File: src/rtl/debounce_pkg.sv
// Shared definitions for the multi-channel debouncer: FSM state encoding
// and a compile-time max helper used to size the per-channel counters.
package debounce_pkg;

  typedef enum logic [1:0] {
    LOW    = 2'b00,
    WAIT_H = 2'b01,
    HIGH   = 2'b10,
    WAIT_L = 2'b11
  } state_t;

  function automatic int max_int(input int a, input int b);
    return (a > b) ? a : b;
  endfunction

endpackage

File: src/rtl/debounce_tick_gen.sv
// Free-running divider producing a one-clock tick every TICK_DIV clocks.
// One instance is shared by every debounce channel.
module debounce_tick_gen #(
  parameter int TICK_DIV = 1_000_000
) (
  input  logic clk,
  input  logic reset,
  output logic tick
);

  localparam int TW = $clog2(TICK_DIV);
  localparam logic [TW-1:0] LAST = TW'(TICK_DIV - 1);

  logic [TW-1:0] count;

  assign tick = (count == LAST);

  // Count 0..TICK_DIV-1, wrapping on the tick cycle.
  always_ff @(posedge clk or posedge reset) begin
    if (reset)     count <= '0;
    else if (tick) count <= '0;
    else           count <= count + 1'b1;
  end

endmodule

File: src/rtl/multi_debounce_fsm.sv
// N-channel push-button debouncer. Each channel synchronises its raw input,
// qualifies level changes over STABLE_TICKS shared ticks, and produces a
// registered debounced level, rise/fall pulses and a long-press held flag.
module multi_debounce_fsm
  import debounce_pkg::*;
#(
  parameter int N_CH         = 4,
  parameter int TICK_DIV     = 1_000_000,
  parameter int STABLE_TICKS = 3,
  parameter int HOLD_TICKS   = 100
) (
  input  logic            clk,
  input  logic            reset,
  input  logic [N_CH-1:0] btn,
  output logic [N_CH-1:0] deb,
  output logic [N_CH-1:0] rise,
  output logic [N_CH-1:0] fall,
  output logic [N_CH-1:0] held
);

  localparam int CW = $clog2(max_int(STABLE_TICKS, HOLD_TICKS) + 1);
  localparam logic [CW-1:0] STABLE_LAST = CW'(STABLE_TICKS - 1);
  localparam logic [CW-1:0] HOLD_MAX    = CW'(HOLD_TICKS);
  localparam logic          HOLD_EN     = (HOLD_TICKS > 0);

  logic tick;

  debounce_tick_gen #(.TICK_DIV(TICK_DIV)) u_tick (
    .clk   (clk),
    .reset (reset),
    .tick  (tick)
  );

  for (genvar g = 0; g < N_CH; g++) begin : g_ch
    logic [1:0]    sync;
    logic          s;
    state_t        state, state_n;
    logic [CW-1:0] cnt, cnt_n;
    logic          deb_r, rise_r, fall_r, held_r;
    logic          deb_n, rise_n, fall_n, held_n;

    assign s = sync[1];

    // Two-flop synchroniser; the FSM only ever looks at s.
    always_ff @(posedge clk or posedge reset) begin
      if (reset) sync <= '0;
      else       sync <= {sync[0], btn[g]};
    end

    // Channel state and tick counter.
    always_ff @(posedge clk or posedge reset) begin
      if (reset) begin
        state <= LOW;
        cnt   <= '0;
      end else begin
        state <= state_n;
        cnt   <= cnt_n;
      end
    end

    // Next state/counter; a level reversal in a wait state beats a tick.
    always_comb begin
      state_n = state;
      cnt_n   = cnt;
      case (state)
        LOW: begin
          if (s) begin
            state_n = WAIT_H;
            cnt_n   = '0;
          end
        end
        WAIT_H: begin
          if (!s) begin
            state_n = LOW;
            cnt_n   = '0;
          end else if (tick) begin
            if (cnt == STABLE_LAST) begin
              state_n = HIGH;
              cnt_n   = '0;
            end else begin
              cnt_n = cnt + 1'b1;
            end
          end
        end
        HIGH: begin
          if (!s) begin
            state_n = WAIT_L;
            cnt_n   = '0;
          end else if (tick && (cnt != HOLD_MAX)) begin
            cnt_n = cnt + 1'b1;
          end
        end
        WAIT_L: begin
          if (s) begin
            // Bounce back up: the hold period starts over.
            state_n = HIGH;
            cnt_n   = '0;
          end else if (tick) begin
            if (cnt == STABLE_LAST) begin
              state_n = LOW;
              cnt_n   = '0;
            end else begin
              cnt_n = cnt + 1'b1;
            end
          end
        end
        default: begin
          state_n = LOW;
          cnt_n   = '0;
        end
      endcase
    end

    // Outputs derived from the state being entered so they land on that edge.
    always_comb begin
      deb_n  = (state_n == HIGH) || (state_n == WAIT_L);
      rise_n = (state_n == HIGH) && (state == WAIT_H);
      fall_n = (state_n == LOW)  && (state == WAIT_L);
      held_n = HOLD_EN && (state_n == HIGH) && (cnt_n == HOLD_MAX);
    end

    // Registered outputs.
    always_ff @(posedge clk or posedge reset) begin
      if (reset) begin
        deb_r  <= 1'b0;
        rise_r <= 1'b0;
        fall_r <= 1'b0;
        held_r <= 1'b0;
      end else begin
        deb_r  <= deb_n;
        rise_r <= rise_n;
        fall_r <= fall_n;
        held_r <= held_n;
      end
    end

    assign deb[g]  = deb_r;
    assign rise[g] = rise_r;
    assign fall[g] = fall_r;
    assign held[g] = held_r;
  end

endmodule

File: config.mk
export PLATFORM = sky130hd
export DESIGN_NAME = multi_debounce_fsm
export DESIGN_NICKNAME = d
export VERILOG_FILES = /design/src/rtl/debounce_pkg.sv /design/src/rtl/debounce_tick_gen.sv /design/src/rtl/multi_debounce_fsm.sv
export SDC_FILE = /design/constraint.sdc
export NUM_CORES = 1
export LEC_CHECK = 0
export ABC_AREA = 0
export BUFFER_PORTS_ARGS = -buffer_cell sky130_fd_sc_hd__buf_2
export CAP_MARGIN = 0
export CELL_PAD_IN_SITES_DETAIL_PLACEMENT = 1
export CELL_PAD_IN_SITES_GLOBAL_PLACEMENT = 1
export CORE_ASPECT_RATIO = 0.8
export CORE_MARGIN = 2
export CORE_UTILIZATION = 40
export CTS_CLUSTER_DIAMETER = 150
export CTS_CLUSTER_SIZE = 14
export DETAILED_ROUTE_END_ITERATION = 8
export GPL_ROUTABILITY_DRIVEN = 0
export GPL_TIMING_DRIVEN = 0
export MAX_ROUTING_LAYER = met4
export PLACE_DENSITY_LB_ADDON = 0.25
export SYNTH_ARGS = -nofsm -noshare
export SYNTH_HDL_FRONTEND = slang
export SYNTH_HIERARCHICAL = 1
export SYNTH_SLANG_ARGS = --single-unit
File: constraint.sdc
create_clock -name clk -period 3.9 [get_ports clk]
set_clock_uncertainty 0.15 [all_clocks]
set_input_delay 0.585 -clock clk [delete_from_list [all_inputs] [get_ports clk]]
set_output_delay 0.585 -clock clk [all_outputs]
set_load 0.05 [all_outputs]
==> impl_metrics.toml, run 1 <==
[sta]
slew_headroom = 0.4587
period_needed_ns = 3.566
worst_pin_slew_ns = 0.8111
setup_tns_ns = 0
report.final.slew_viol_count = 0
setup_violations = 0
rsz0062_at_grt = "false"
fmax_mhz = 280.4
fin_crit_sh = 0.9143
hold_viol_final = 0

[setup_path]
path_class = "reg2reg"
cp_max_fo = 26
setup.worst_path.start_class = "flip-flop"
worstRegToRegCells = 10
required_ns = 3.99
crit_path_end_kind = "flip-flop"
arrival_ns = 3.66

[yosys]
yosysSeqAreaShare = 0.4366
yosys.area.top_type_share = 0.4366
yosys_register_bits = 80
ys.flop_type = "dfrtp_1"
syn-instance-count = 491
yosysMostFrequentCell = "dfrtp_1"
ys_async_sr_fraction = 1.000
synth_xor_area_frac = 0.06849
syn_area_um2 = 4586
ys_top_cells_by_area = "dfrtp_1 44%, nand2_1 4.0%, o21ai_0 3.6%"
yosys.area_share.simple = 0.2456
yosys-top-cells-count = "80 x dfrtp_1, 49 x nand2_1, 35 x nor2_1"
yosysTopAreaCell = "dfrtp_1"
synth.distinct_cells = 65
synth_edf_count = 0
ys_warn_count = 6
muxShareOfSynthArea = 0.01965
synth_compound_area_frac = 0.1252
synth_top_family_by_area = "simple AND/OR/NAND/NOR gates"
synth.net_count = 510
synth_area_per_cell_um2 = 9.339
synth_fa_ha_area_frac = 0.03547

[clock_network]
cts_tree = "done"
cts_setup_buffers = 0
cts_made_buffers = 9
cts_max_level = 3
cts_root_buf = "clkbuf_16"
holdBufCountCts = 0
cts.clk_slew.worst_paths_ns = 0.06
ctsLongestPathBuffers = 2
clock_sinks = 80
clock_latency_ns = 0.33

[floorplanning]
die_h_um = 99.77
start_util = 0.4162
rows = 34
coreArea_um2 = 11020
die_w_um = 123.7
io_pins = 22
die_area_um2 = 12340

[outcome]
status = "completed"

[grt]
grt_pass1_wl_um = 19420
grt_usage = 0.2063
grt_pass1_vias = 3888
antenna_found_initial = 0
grt_max_degree = 39
gr-total-overflow = 0

[drt]
post_drt_via_cell_ratio = 5.530
wl_per_cell_um = 16.75
drcViolationCount = 0
postRouteAntennaNets = 0
vias = 3716
first_pass_iters = 4
drt_iter0_markers = 166
wl_um = 11260

[hold_path]
hp-class = "in2async"

[layout]
final_nets = 542
layout-drive-gt1-share = 0.1496
postLayoutCoreUtil = 0.4708
diodes = 0
syn_to_final_growth_pct = 13.12
fill_cells = 1282

[power_and_ir_drop]
finalPower_mw = 1.765
max-vdd-ir-drop_uv = 202.8
powerDensity_nw_per_um2 = 340.3
leakage_nw = 2.189

[job]
max-cap-violations = 0

[placement]
io_buffers = 21
dpl.hpwl_um = 8242
==> registers in the layout, indices dropped and copies added, names as in the netlist <==
| name | cells |
|---|---|
| g_ch.deb_r | 4 |
| g_ch.cnt | 28 |
| g_ch.held_r | 4 |
| g_ch.fall_r | 4 |
| u_tick/count | 20 |
| g_ch.state | 8 |
| g_ch.sync | 8 |
| g_ch.rise_r | 4 |
==> critical path, stage by stage (launching register included) <==
cell and delay (ns):
dfrtp_1 0.44, or4b_1 0.52, or3_1 0.36, nor3_2 0.23
buf_6 0.28, and4_1 0.29, nor2_1 0.08, o21ai_0 0.17
o311ai_1 0.16, or4b_1 0.56, nor4b_2 0.23
==> metal layers <==
metal  GRT usage  share of wire  vias up
met3     0.03727          0.029       12
met1      0.2767           0.49     1861
met4     0.04633         0.0090        0
li1            -              -     1798
met2      0.3263           0.47       45
met5           -              0        -
==> power breakdown <==
part / switching [mW] / internal (mW)
logic: 0.0511 / 0.0212
registers: 0.00479 / 0.837
clock network: 0.336 / 0.515
total: 0.392 / 1.37
==> placed cells by master, fill, tap and decap left out, types with 3 or more instances in the layout <==
master | synthesis | layout
and3_1 | 4 | 4
and2_1 | 3 | 3
o31ai_1 | 7 | 7
a31oi_1 | 3 | 3
buf_4 | 16 | 16
and4_1 | 6 | 6
nor2_1 | 35 | 35
nor3_1 | 12 | 12
mux2_2 | 8 | 8
buf_2 | 3 | 25
or3_1 | 3 | 3
clkbuf_16 | 0 | 9
dfrtp_1 | 80 | 80
nor4b_1 | 3 | 3
nor3b_1 | 11 | 11
inv_1 | 20 | 19
nor2b_1 | 7 | 7
xor2_1 | 17 | 17
nor4_1 | 6 | 6
nand3b_1 | 8 | 8
xnor2_1 | 17 | 17
ha_1 | 13 | 13
a22oi_1 | 4 | 4
clkbuf_1 | 19 | 19
a21oi_1 | 16 | 16
nand2_1 | 49 | 49
o32ai_1 | 3 | 3
or4_1 | 4 | 4
o21ai_0 | 33 | 33
nand4_1 | 19 | 19
nand3_1 | 18 | 18
==> metrics by stage <==
step / cell area [um^2] / worst slack, ns / hold WS, ns / instances
global route: 5187 / 0.07282 / 0.1942 / 672
detailed placement: 4891 / -0.3188 / 0.1911 / 657
global placement: 4871 / -0.3148 / 0.1852 / 656
floorplan: 4586 / 0.7040 / 0.1812 / 491
finish: 5187 / 0.3342 / 0.1561 / 672
CTS: 5187 / 0.3168 / 0.1651 / 672
==> what timing repair did <==
| action | CTS | global route |
|---|---|---|
| resized for setup | 2 | 0 |
| hold endpoints to repair | 0 | 0 |
| endpoints found under the setup margin | 21 | 0 |
==> cell families after synthesis <==
group,count (synthesis)
AND/OR/NAND/NOR,203
buffers and inverters,63
flip-flops,80
adder cells (fa/ha/maj),13
XOR/XNOR,35
multiplexers,8
AO/OA/AOI/OAI,89
==> path summary, 6_finish.rpt <==
path	start	endpoint	slack [ns]
max	u_tick/count[11]	g_ch[0].held_r	0.33
min	reset	g_ch[0].sync[1]	0.16
max reg2reg	u_tick/count[11]	g_ch[0].held_r	0.33
min in group clk	g_ch[2].sync[0]	g_ch[2].sync[1]	0.20
max in group asynchronous	reset	u_tick/count[5]	2.83
min reg2reg	g_ch[2].sync[0]	g_ch[2].sync[1]	0.20
==> cell type report <==
| class | instances | area (um^2) | area share |
|---|---|---|---|
| buffer | 42 | 240.2 | 0.04631 |
| timing repair buffer | 22 | 125.1 | 0.02412 |
| inverter | 20 | 75.07 | 0.01447 |
| multi-input combinational | 348 | 2267 | 0.4370 |
| clock inverter | 4 | 51.30 | 0.009889 |
| clock buffer | 12 | 246.5 | 0.04752 |
| sequential | 80 | 2002 | 0.3859 |
| tap | 144 | 180.2 | 0.03473 |
(Power assumes the default switching activity.)
==> run 2: changes to the inputs <==
MAX_ROUTING_LAYER = default   (was met4)
==> impl_metrics.toml, run 2 (same netlist as run 1, synthesis figures left out) <==
[power_and_ir_drop]
p_seq_frac = 0.477
max-vdd-ir-drop_uv = 201.5
finalPower_mw = 1.764
p_sw_uw = 390.7
powerDensity_nw_per_um2 = 340.1
leakage_nw = 2.189
combPwrFrac = 0.041
clkPwrFrac = 0.482
switching_share = 0.2215
internal-power_mw = 1.373

[hold_path]
hp-class = "in2async"

[floorplanning]
die_h_um = 99.77
coreArea_um2 = 11020
die_area_um2 = 12340
start_util = 0.4162
rows = 34
io_pins = 22
die_w_um = 123.7

[clock_network]
cts_max_level = 3
cts_made_buffers = 9
cts.clk_slew.worst_paths_ns = 0.06
cts_tree = "done"
ctsLongestPathBuffers = 2
cts_root_buf = "clkbuf_16"
clock_latency_ns = 0.33
holdBufCountCts = 0
cts_setup_buffers = 0
clock_sinks = 80

[sta]
fin_crit_sh = 0.9177
report.final.slew_viol_count = 0
rsz0062_at_grt = "false"
worst_pin_slew_ns = 0.8069
whs_ns = 0.1573
period_needed_ns = 3.579
hold_viol_final = 0
slew_headroom = 0.4615
fmax_mhz = 279.4
setup_violations = 0

[job]
max-cap-violations = 0

[drt]
drcViolationCount = 0
vias = 3708
wl_um = 11240
first_pass_iters = 4
drt_iter0_markers = 164
post_drt_via_cell_ratio = 5.518
postRouteAntennaNets = 0
wl_per_cell_um = 16.72

[grt]
grt_pass1_vias = 3888
grt_pass1_wl_um = 19400
gr-total-overflow = 0
antenna_found_initial = 0
grt_usage = 0.1999
grt_max_degree = 39

[layout]
syn_to_final_growth_pct = 13.12
layout_commonest_cell = "dfrtp_1"
final_nets = 542
most-common-layout-cells = "80 x dfrtp_1, 49 x nand2_1, 35 x nor2_1"
top_regs = "g_ch.cnt (28), u_tick/count (20)"
largest_reg_flops = 28
diodes = 0
layout-drive-gt1-share = 0.1496
top_register = "g_ch.cnt"

[placement]
dpl.hpwl_um = 8242
io_buffers = 21

[setup_path]
setup.worst_path.start_class = "flip-flop"
r2r-start = "u_tick/count[11]"
cp_max_fo = 26
startpoint = "u_tick/count[11]"
crit_path_end_kind = "flip-flop"
required_ns = 3.99
arrival_ns = 3.67
path_class = "reg2reg"

[outcome]
status = "completed"
==> run 2: layer usage <==
| layer | global-route usage | wire length, um |
|---|---|---|
| met1 | 0.2756 | 5580 |
| met2 | 0.3263 | 5273 |
| met3 | 0.03727 | 287 |
| met4 | 0.04633 | 95 |
| met5 | 0 | 0 |
==> run 2: repair_timing <==
action | CTS | global route
resized for setup | 2 | 0
endpoints found under the hold margin | 0 | 0
setup endpoints to repair | 21 | 0
==> run 2: power by group through the flow <==
stage	Sequential, mW	Clock [mW]	Combinational, mW
finish	0.842	0.850	0.0720
global route	0.842	0.909	0.0822
CTS	0.842	0.881	0.0737
detailed placement	0.857	0	0.0728
global placement	0.857	0	0.0680
floorplan	0.856	0	0.0506
==> run 2: area by class of cell <==
| cell class | count | area [um^2] |
|---|---|---|
| Fill cell | 1282 | 5831 |
| Multi-Input combinational cell | 348 | 2267 |
| Sequential cell | 80 | 2002 |
| Clock buffer | 12 | 246.5 |
| Buffer | 42 | 240.2 |
| Tap cell | 144 | 180.2 |
| Timing Repair Buffer | 22 | 125.1 |
| Inverter | 20 | 75.07 |
| Clock inverter | 4 | 51.30 |
==> run 2: per-stage QoR <==
stage                     worst slack [ns]  std cells  area, um^2  setup TNS (ns)    util
final                               0.3211        672        5187               0  0.4708
after global routing               0.07282        672        5187               0  0.4708
after CTS                           0.3168        672        5187               0  0.4708
after detailed placement           -0.3188        657        4891          -4.022  0.4439
after global placement             -0.3148        656        4871          -3.699  0.4421
after floorplan                     0.7040        491        4586               0       -
==> run 2: worst paths after layout <==
| check | to | slack [ns] | depth (start not counted) |
|---|---|---|---|
| worst max-delay path | g_ch[0].held_r | 0.32 | 10 |
| worst min-delay path | g_ch[0].sync[1] | 0.16 | 2 |
| worst max register to register | g_ch[0].held_r | 0.32 | 10 |
| worst min register to register | g_ch[2].sync[1] | 0.20 | 0 |
| max in group asynchronous | u_tick/count[5] | 2.83 | 2 |
| min in group clk | g_ch[2].sync[1] | 0.20 | 0 |
==> run 2: critical path: stages, from the launching register on <==
cell and delay (ns):
dfrtp_1 0.44, or4b_1 0.52, or3_1 0.36, nor3_2 0.23, buf_6 0.28, and4_1 0.29
nor2_1 0.08, o21ai_0 0.16, o311ai_1 0.17, or4b_1 0.57, nor4b_2 0.23
